--- config.mk ---
export PLATFORM = sky130hd
export DESIGN_NAME = hazard_ctrl
export DESIGN_NICKNAME = d
export VERILOG_FILES = /design/src/rtl/hazard_ctrl.sv
export SDC_FILE = /design/constraint.sdc
export NUM_CORES = 1
export LEC_CHECK = 0
export CORE_ASPECT_RATIO = 1.4
export CORE_UTILIZATION = 46
export CTS_CLUSTER_SIZE = 40
export DETAILED_ROUTE_END_ITERATION = 10
export GPL_TIMING_DRIVEN = 0
export PLACE_DENSITY = 0.8
export SYNTH_ARGS = -nofsm -noshare
export SYNTH_HDL_FRONTEND = slang
export SYNTH_SLANG_ARGS = --single-unit
--- constraint.sdc ---
create_clock -name clk -period 3.2 [get_ports clk]
set_input_delay 0.64 -clock clk [delete_from_list [all_inputs] [get_ports clk]]
set_output_delay 0.64 -clock clk [all_outputs]
set_load 0.01 [all_outputs]
--- src/rtl/hazard_ctrl.sv ---
// hazard_ctrl -- pipeline hazard controller for the RV32I 5-stage core.
//
// Watches register names, write enables and load/branch status in ID, EX,
// MEM and WB and produces stall, flush and forwarding controls. A two-state
// machine (RUN / MEM_WAIT) freezes the pipeline while a data-memory access
// is outstanding. Saturating counters record stall and flush cycles.
//
// Build option: macro FWD_EN
//   defined   : EX operands forward from MEM/WB; only load-use stalls.
//   undefined : forwarding tied to 00; any EX or MEM writer matching an ID
//               source stalls (WB never stalls, the RF is write-through).
//
// Ports:
//   clk, rst              clock, synchronous active-high reset
//   rs1D, rs2D            ID source registers
//   rs1E, rs2E, rdE       EX source/destination registers
//   rdM, rdW              MEM / WB destination registers
//   RF_WENE/M/W           RF write enables in EX / MEM / WB
//   sel_ldE               EX write-source select, 2'd1 = load
//   br_takenE             branch/jump resolved taken in EX
//   dm_reqM, dm_ackM      data-memory request / acknowledge in MEM
//   stallF/D/E/M          hold PC, IF/ID, ID/EX, EX/MEM
//   flushD, flushE        clear IF/ID, ID/EX
//   fwdAE, fwdBE          ALU operand source: 00 RF, 01 WB, 10 MEM
//   stall_cnt, flush_cnt  saturating stall / branch-flush cycle counters

module hazard_ctrl #(
    parameter int unsigned CNT_W = 32
) (
    input  logic             clk,
    input  logic             rst,
    input  logic [4:0]       rs1D,
    input  logic [4:0]       rs2D,
    input  logic [4:0]       rs1E,
    input  logic [4:0]       rs2E,
    input  logic [4:0]       rdE,
    input  logic [4:0]       rdM,
    input  logic [4:0]       rdW,
    input  logic             RF_WENE,
    input  logic             RF_WENM,
    input  logic             RF_WENW,
    input  logic [1:0]       sel_ldE,
    input  logic             br_takenE,
    input  logic             dm_reqM,
    input  logic             dm_ackM,
    output logic             stallF,
    output logic             stallD,
    output logic             stallE,
    output logic             stallM,
    output logic             flushD,
    output logic             flushE,
    output logic [1:0]       fwdAE,
    output logic [1:0]       fwdBE,
    output logic [CNT_W-1:0] stall_cnt,
    output logic [CNT_W-1:0] flush_cnt
);

    typedef enum logic {
        RUN      = 1'b0,
        MEM_WAIT = 1'b1
    } state_t;

    localparam logic [CNT_W-1:0] CNT_ONE = {{(CNT_W-1){1'b0}}, 1'b1};

    state_t           state_q, state_d;
    logic [CNT_W-1:0] stall_cnt_q, flush_cnt_q;

    logic freeze;
    logic raw_hit;
    logic br_flush;

    // Freeze covers the first unacknowledged request cycle (still in RUN)
    // and every MEM_WAIT cycle up to, but not including, the ack cycle.
    always_comb begin
        freeze  = 1'b0;
        state_d = state_q;
        case (state_q)
            RUN: begin
                freeze = dm_reqM & ~dm_ackM;
                if (dm_reqM && !dm_ackM) state_d = MEM_WAIT;
            end
            MEM_WAIT: begin
                freeze = ~dm_ackM;
                if (dm_ackM) state_d = RUN;
            end
            default: begin
                freeze  = 1'b0;
                state_d = RUN;
            end
        endcase
    end

    // RAW hazard that forwarding cannot cover.
    logic hitE, hitM;
    always_comb begin
        hitE = RF_WENE && (rdE != 5'd0) && ((rdE == rs1D) || (rdE == rs2D));
        hitM = RF_WENM && (rdM != 5'd0) && ((rdM == rs1D) || (rdM == rs2D));
    end

`ifdef FWD_EN
    always_comb begin
        raw_hit = hitE && (sel_ldE == 2'd1);
    end
`else
    always_comb begin
        raw_hit = hitE || hitM;
    end
`endif

    always_comb begin
        stallF   = 1'b0;
        stallD   = 1'b0;
        stallE   = 1'b0;
        stallM   = 1'b0;
        flushD   = 1'b0;
        flushE   = 1'b0;
        br_flush = 1'b0;
        if (rst) begin
            flushD = 1'b1;
            flushE = 1'b1;
        end else if (freeze) begin
            stallF = 1'b1;
            stallD = 1'b1;
            stallE = 1'b1;
            stallM = 1'b1;
        end else if (br_takenE) begin
            flushD   = 1'b1;
            flushE   = 1'b1;
            br_flush = 1'b1;
        end else if (raw_hit) begin
            stallF = 1'b1;
            stallD = 1'b1;
            flushE = 1'b1;
        end
    end

`ifdef FWD_EN
    always_comb begin
        fwdAE = 2'b00;
        fwdBE = 2'b00;
        if (!rst) begin
            if (RF_WENM && (rdM != 5'd0) && (rdM == rs1E))      fwdAE = 2'b10;
            else if (RF_WENW && (rdW != 5'd0) && (rdW == rs1E)) fwdAE = 2'b01;
            if (RF_WENM && (rdM != 5'd0) && (rdM == rs2E))      fwdBE = 2'b10;
            else if (RF_WENW && (rdW != 5'd0) && (rdW == rs2E)) fwdBE = 2'b01;
        end
    end
`else
    logic unused_nofwd;
    always_comb begin
        fwdAE        = 2'b00;
        fwdBE        = 2'b00;
        unused_nofwd = ^{rs1E, rs2E, rdW, RF_WENW, sel_ldE};
    end
`endif

    always_ff @(posedge clk) begin
        if (rst) begin
            state_q     <= RUN;
            stall_cnt_q <= '0;
            flush_cnt_q <= '0;
        end else begin
            state_q <= state_d;
            if (stallF && (stall_cnt_q != '1)) stall_cnt_q <= stall_cnt_q + CNT_ONE;
            if (br_flush && (flush_cnt_q != '1)) flush_cnt_q <= flush_cnt_q + CNT_ONE;
        end
    end

    assign stall_cnt = stall_cnt_q;
    assign flush_cnt = flush_cnt_q;

endmodule

==> results <==
## kinds of logic (layout without fill, tap and decap cells)
logic type	Yosys count	after routing	synth area share
AND/OR/NAND/NOR	194	194	0.294
AO/OA/AOI/OAI	72	72	0.149
flip-flops	65	65	0.365
XOR/XNOR	51	51	0.125
buffers and inverters	39	154	0.0561
adder cells (fa/ha/maj)	2	2	0.00701
other	1	4	0.00105
multiplexers	1	1	0.00281
## worst register-to-register path: stages, from the launching register on
cell and delay [ns]:
dfxtp_1 0.41, ha_1 0.21, and3_1 0.29, nand3_1 0.16, nor3_1 0.56, nand2_1 0.22
or4_1 0.50, a21oi_1 0.15
## layout make-up
class                   instances  area share
plain buffers                  29      0.0345
clock buffers                  10      0.0259
clock inverters                 6      0.0119
inverters                       9     0.00685
multi-input cells             324       0.429
flip-flops and latches         65       0.264
well taps                      97      0.0246
repair buffers                100       0.203
## what timing repair did
| item | 4_1_cts | 5_1_grt |
|---|---|---|
| hold buffers | 0 | 0 |
| endpoints found under the setup margin | 3 | 1 |
| buffers inserted | 3 | 2 |
| pin swaps | 4 | 8 |
| gates resized for setup | 22 | 19 |
## Yosys cell counts, types with 2 or more instances
master	number
o31ai_1	22
o311ai_0	6
buf_4	10
xor2_1	31
buf_2	6
and4_1	6
nor4_1	3
inv_1	9
and2_1	4
or2_2	2
nor4_2	2
xnor2_1	20
clkbuf_1	11
nand2_1	30
nand3_1	28
or4_1	29
nor3_1	14
ha_1	2
o21ai_0	5
nor2_1	46
a21oi_1	27
o41ai_1	6
and3_1	9
nand4_1	14
dfxtp_1	65
## routing by layer
layer | wire (um) | part of all wire
met5 | 0 | 0
met2 | 5020 | 0.53
met1 | 3800 | 0.40
met4 | 193 | 0.020
met3 | 542 | 0.057
## flip-flops by register name, indices dropped and copies added, names as in the netlist
signal,cells
flush_cnt,32
stall_cnt,32
state_q,1
## power by group
part           switching, W  internal (W)
sequential       0.00000491      0.000813
clock              0.000329      0.000356
combinational     0.0000888     0.0000790
total              0.000423       0.00125
## worst max-delay path by stage
stage / end / start / slack (ns) / depth (start not counted)
after floorplan: stallF / rdE[1] / 0.25 / 8
after global placement: stallF / rdM[1] / -0.99 / 10
after detailed placement: stallF / rdM[1] / -0.99 / 10
after CTS: stallF / dm_ackM / 0.01 / 10
after global routing: stallF / rdM[4] / -0.007 / 9
final: stallF / rdM[4] / 0.03 / 9
## through the flow
stage | utilization | power (W)
3_5_place_dp | 0.628 | 0.000997
4_1_cts | 0.657 | 0.00167
2_1_floorplan | - | 0.000920
5_1_grt | 0.666 | 0.00172
3_3_place_gp | 0.628 | 0.000995
6_report | 0.666 | 0.00167
==> impl_metrics.py <==
metrics = {
    "status": {
        "status": "finished, final reports clean",
    },
    "yosys": {
        "ys_seq_area_frac": 0.365,
        "synthFlopType": "dfxtp_1",
        "synth_area_leaders": "dfxtp_1, xor2_1, or4_1, xnor2_1, nor2_1",
        "avgSynthCellArea_um2": 8.39,
        "synth_seq_cells": 65,
        "syn_area_um2": 3570,
        "yosys.area.top_type": "dfxtp_1",
        "netlist.area_leader.share": 0.365,
        "syn_inst": 425,
        "synth_warnings": 0,
        "synth_cell_types": 43,
        "async_reset_ff_frac": 0,
        "synth_edf_count": 0,
    },
    "final_layout": {
        "n_antenna_cell": 0,
        "layout_commonest_cell": "clkdlybuf4s50_1",
        "finalNonFillerCells": 640,
        "design_area_um2": 4930,
        "fillCellCount": 643,
        "multi_input_area_um2": 2120,
        "mostFrequentLayoutCells": "clkdlybuf4s50_1, dfxtp_1, nor2_1",
        "nNetsFinal": 585,
        "seqCellArea_um2": 1300,
        "drive_gt1_frac": 0.101,
        "area_delta_synth_final_pct": 38.2,
    },
    "critical_path": {
        "critPathTopFamily": "buffers and inverters",
        "crit_path_end_kind": "primary output",
        "arrival_ns": 2.53,
        "worstPathRequired_ns": 2.56,
        "cp-start-kind": "input pin",
        "r2r_start": "stall_cnt[0]",
        "crit_fanout": 3,
        "crit_type": "in2out",
        "slowest_delay_ns": 0.56,
        "cp_cell_sequence": "clkdlybuf4s15_1, or4_4, o21ai_2, a21oi_2, a211oi_4, buf_6, inv_1, buf_4, dlygate4sd2_1",
        "reg2reg_depth": 7,
        "reg2reg_setup_slack_ns": 0.63,
        "regToRegEndpoint": "stall_cnt[24]",
        "cp_num_buf_inv": 5,
        "crit_path_top_delay_cell": "or4_4",
    },
    "floorplanning": {
        "top_level_ports": 119,
        "num_rows": 37,
        "core_area_um2": 7410,
        "die_w_um": 76.4,
        "dieArea_um2": 8120,
        "die_height_um": 106,
        "start_util": 0.482,
    },
    "global_routing": {
        "grt_busiest_layer": "met2",
        "grt_antenna_before_repair": 0,
        "grt-ovfl-total": 0,
        "gr-usage-met3": 0.0481,
        "use_met2": 0.444,
        "grt_pass1_wl_mm": 15.9,
        "use_met1": 0.264,
        "grt_max_degree": 19,
        "grt_use_total": 0.241,
        "grt_pass1_vias": 3463,
    },
    "place": {
        "dpl.cell_count": 620,
        "io_buffers": 95,
        "dpl.hpwl_mm": 6.99,
        "dpl_cell_area_um2": 4650,
        "gp_congestion": 0.919,
        "pre_cts_ws_ns": -0.992,
    },
    "timing": {
        "finalClockSkew_ns": 0.0137,
        "max-slew-margin-rel": 0.578,
        "timing.final.hold_violations": 0,
        "post-route-min-period_ns": 3.17,
        "setup-tns-final_ns": 0,
        "worstMarginPinSlew_ns": 0.628,
        "finalWorstSetupSlack_ns": 0.0297,
        "maxSlewViolCount": 0,
        "setup_viol": 0,
        "max_freq_ghz": 0.315,
        "period_share": 0.991,
        "whs_ns": 0.491,
    },
    "cts": {
        "insertion_delay_ns": 0.35,
        "cts_max_level": 3,
        "tritoncts": "yes",
        "clock_sinks": 65,
        "cts_inserted_buffers": 9,
        "cts.clk_slew.worst_paths_ns": 0.08,
        "clk_path_buf_depth": 2,
        "root_buffer": "clkbuf_8",
    },
    "worst_hold_path": {
        "whs_endpoint": "stall_cnt[26]",
        "hp-class": "reg2reg",
        "min_from": "stall_cnt[26]",
        "whs_path_depth": 2,
    },
    "routing": {
        "drt_iter0_drc": 278,
        "vias_per_cell": 5.60,
        "drt-total-wl_mm": 9.55,
        "drtAntennaViolNets": 0,
        "wl_per_cell_um": 14.9,
        "num_vias": 3586,
        "drcViolationCount": 0,
        "drt_pre_antenna_iters": 5,
    },
    "power": {
        "power_leakage_nw": 1.72,
        "ir_drop_uv": 251,
        "p_per_area_nw_per_um2": 339,
    },
    "job": {
        "cap_violations": 0,
    },
}
Note: power is estimated with default switching activity, not from simulation.
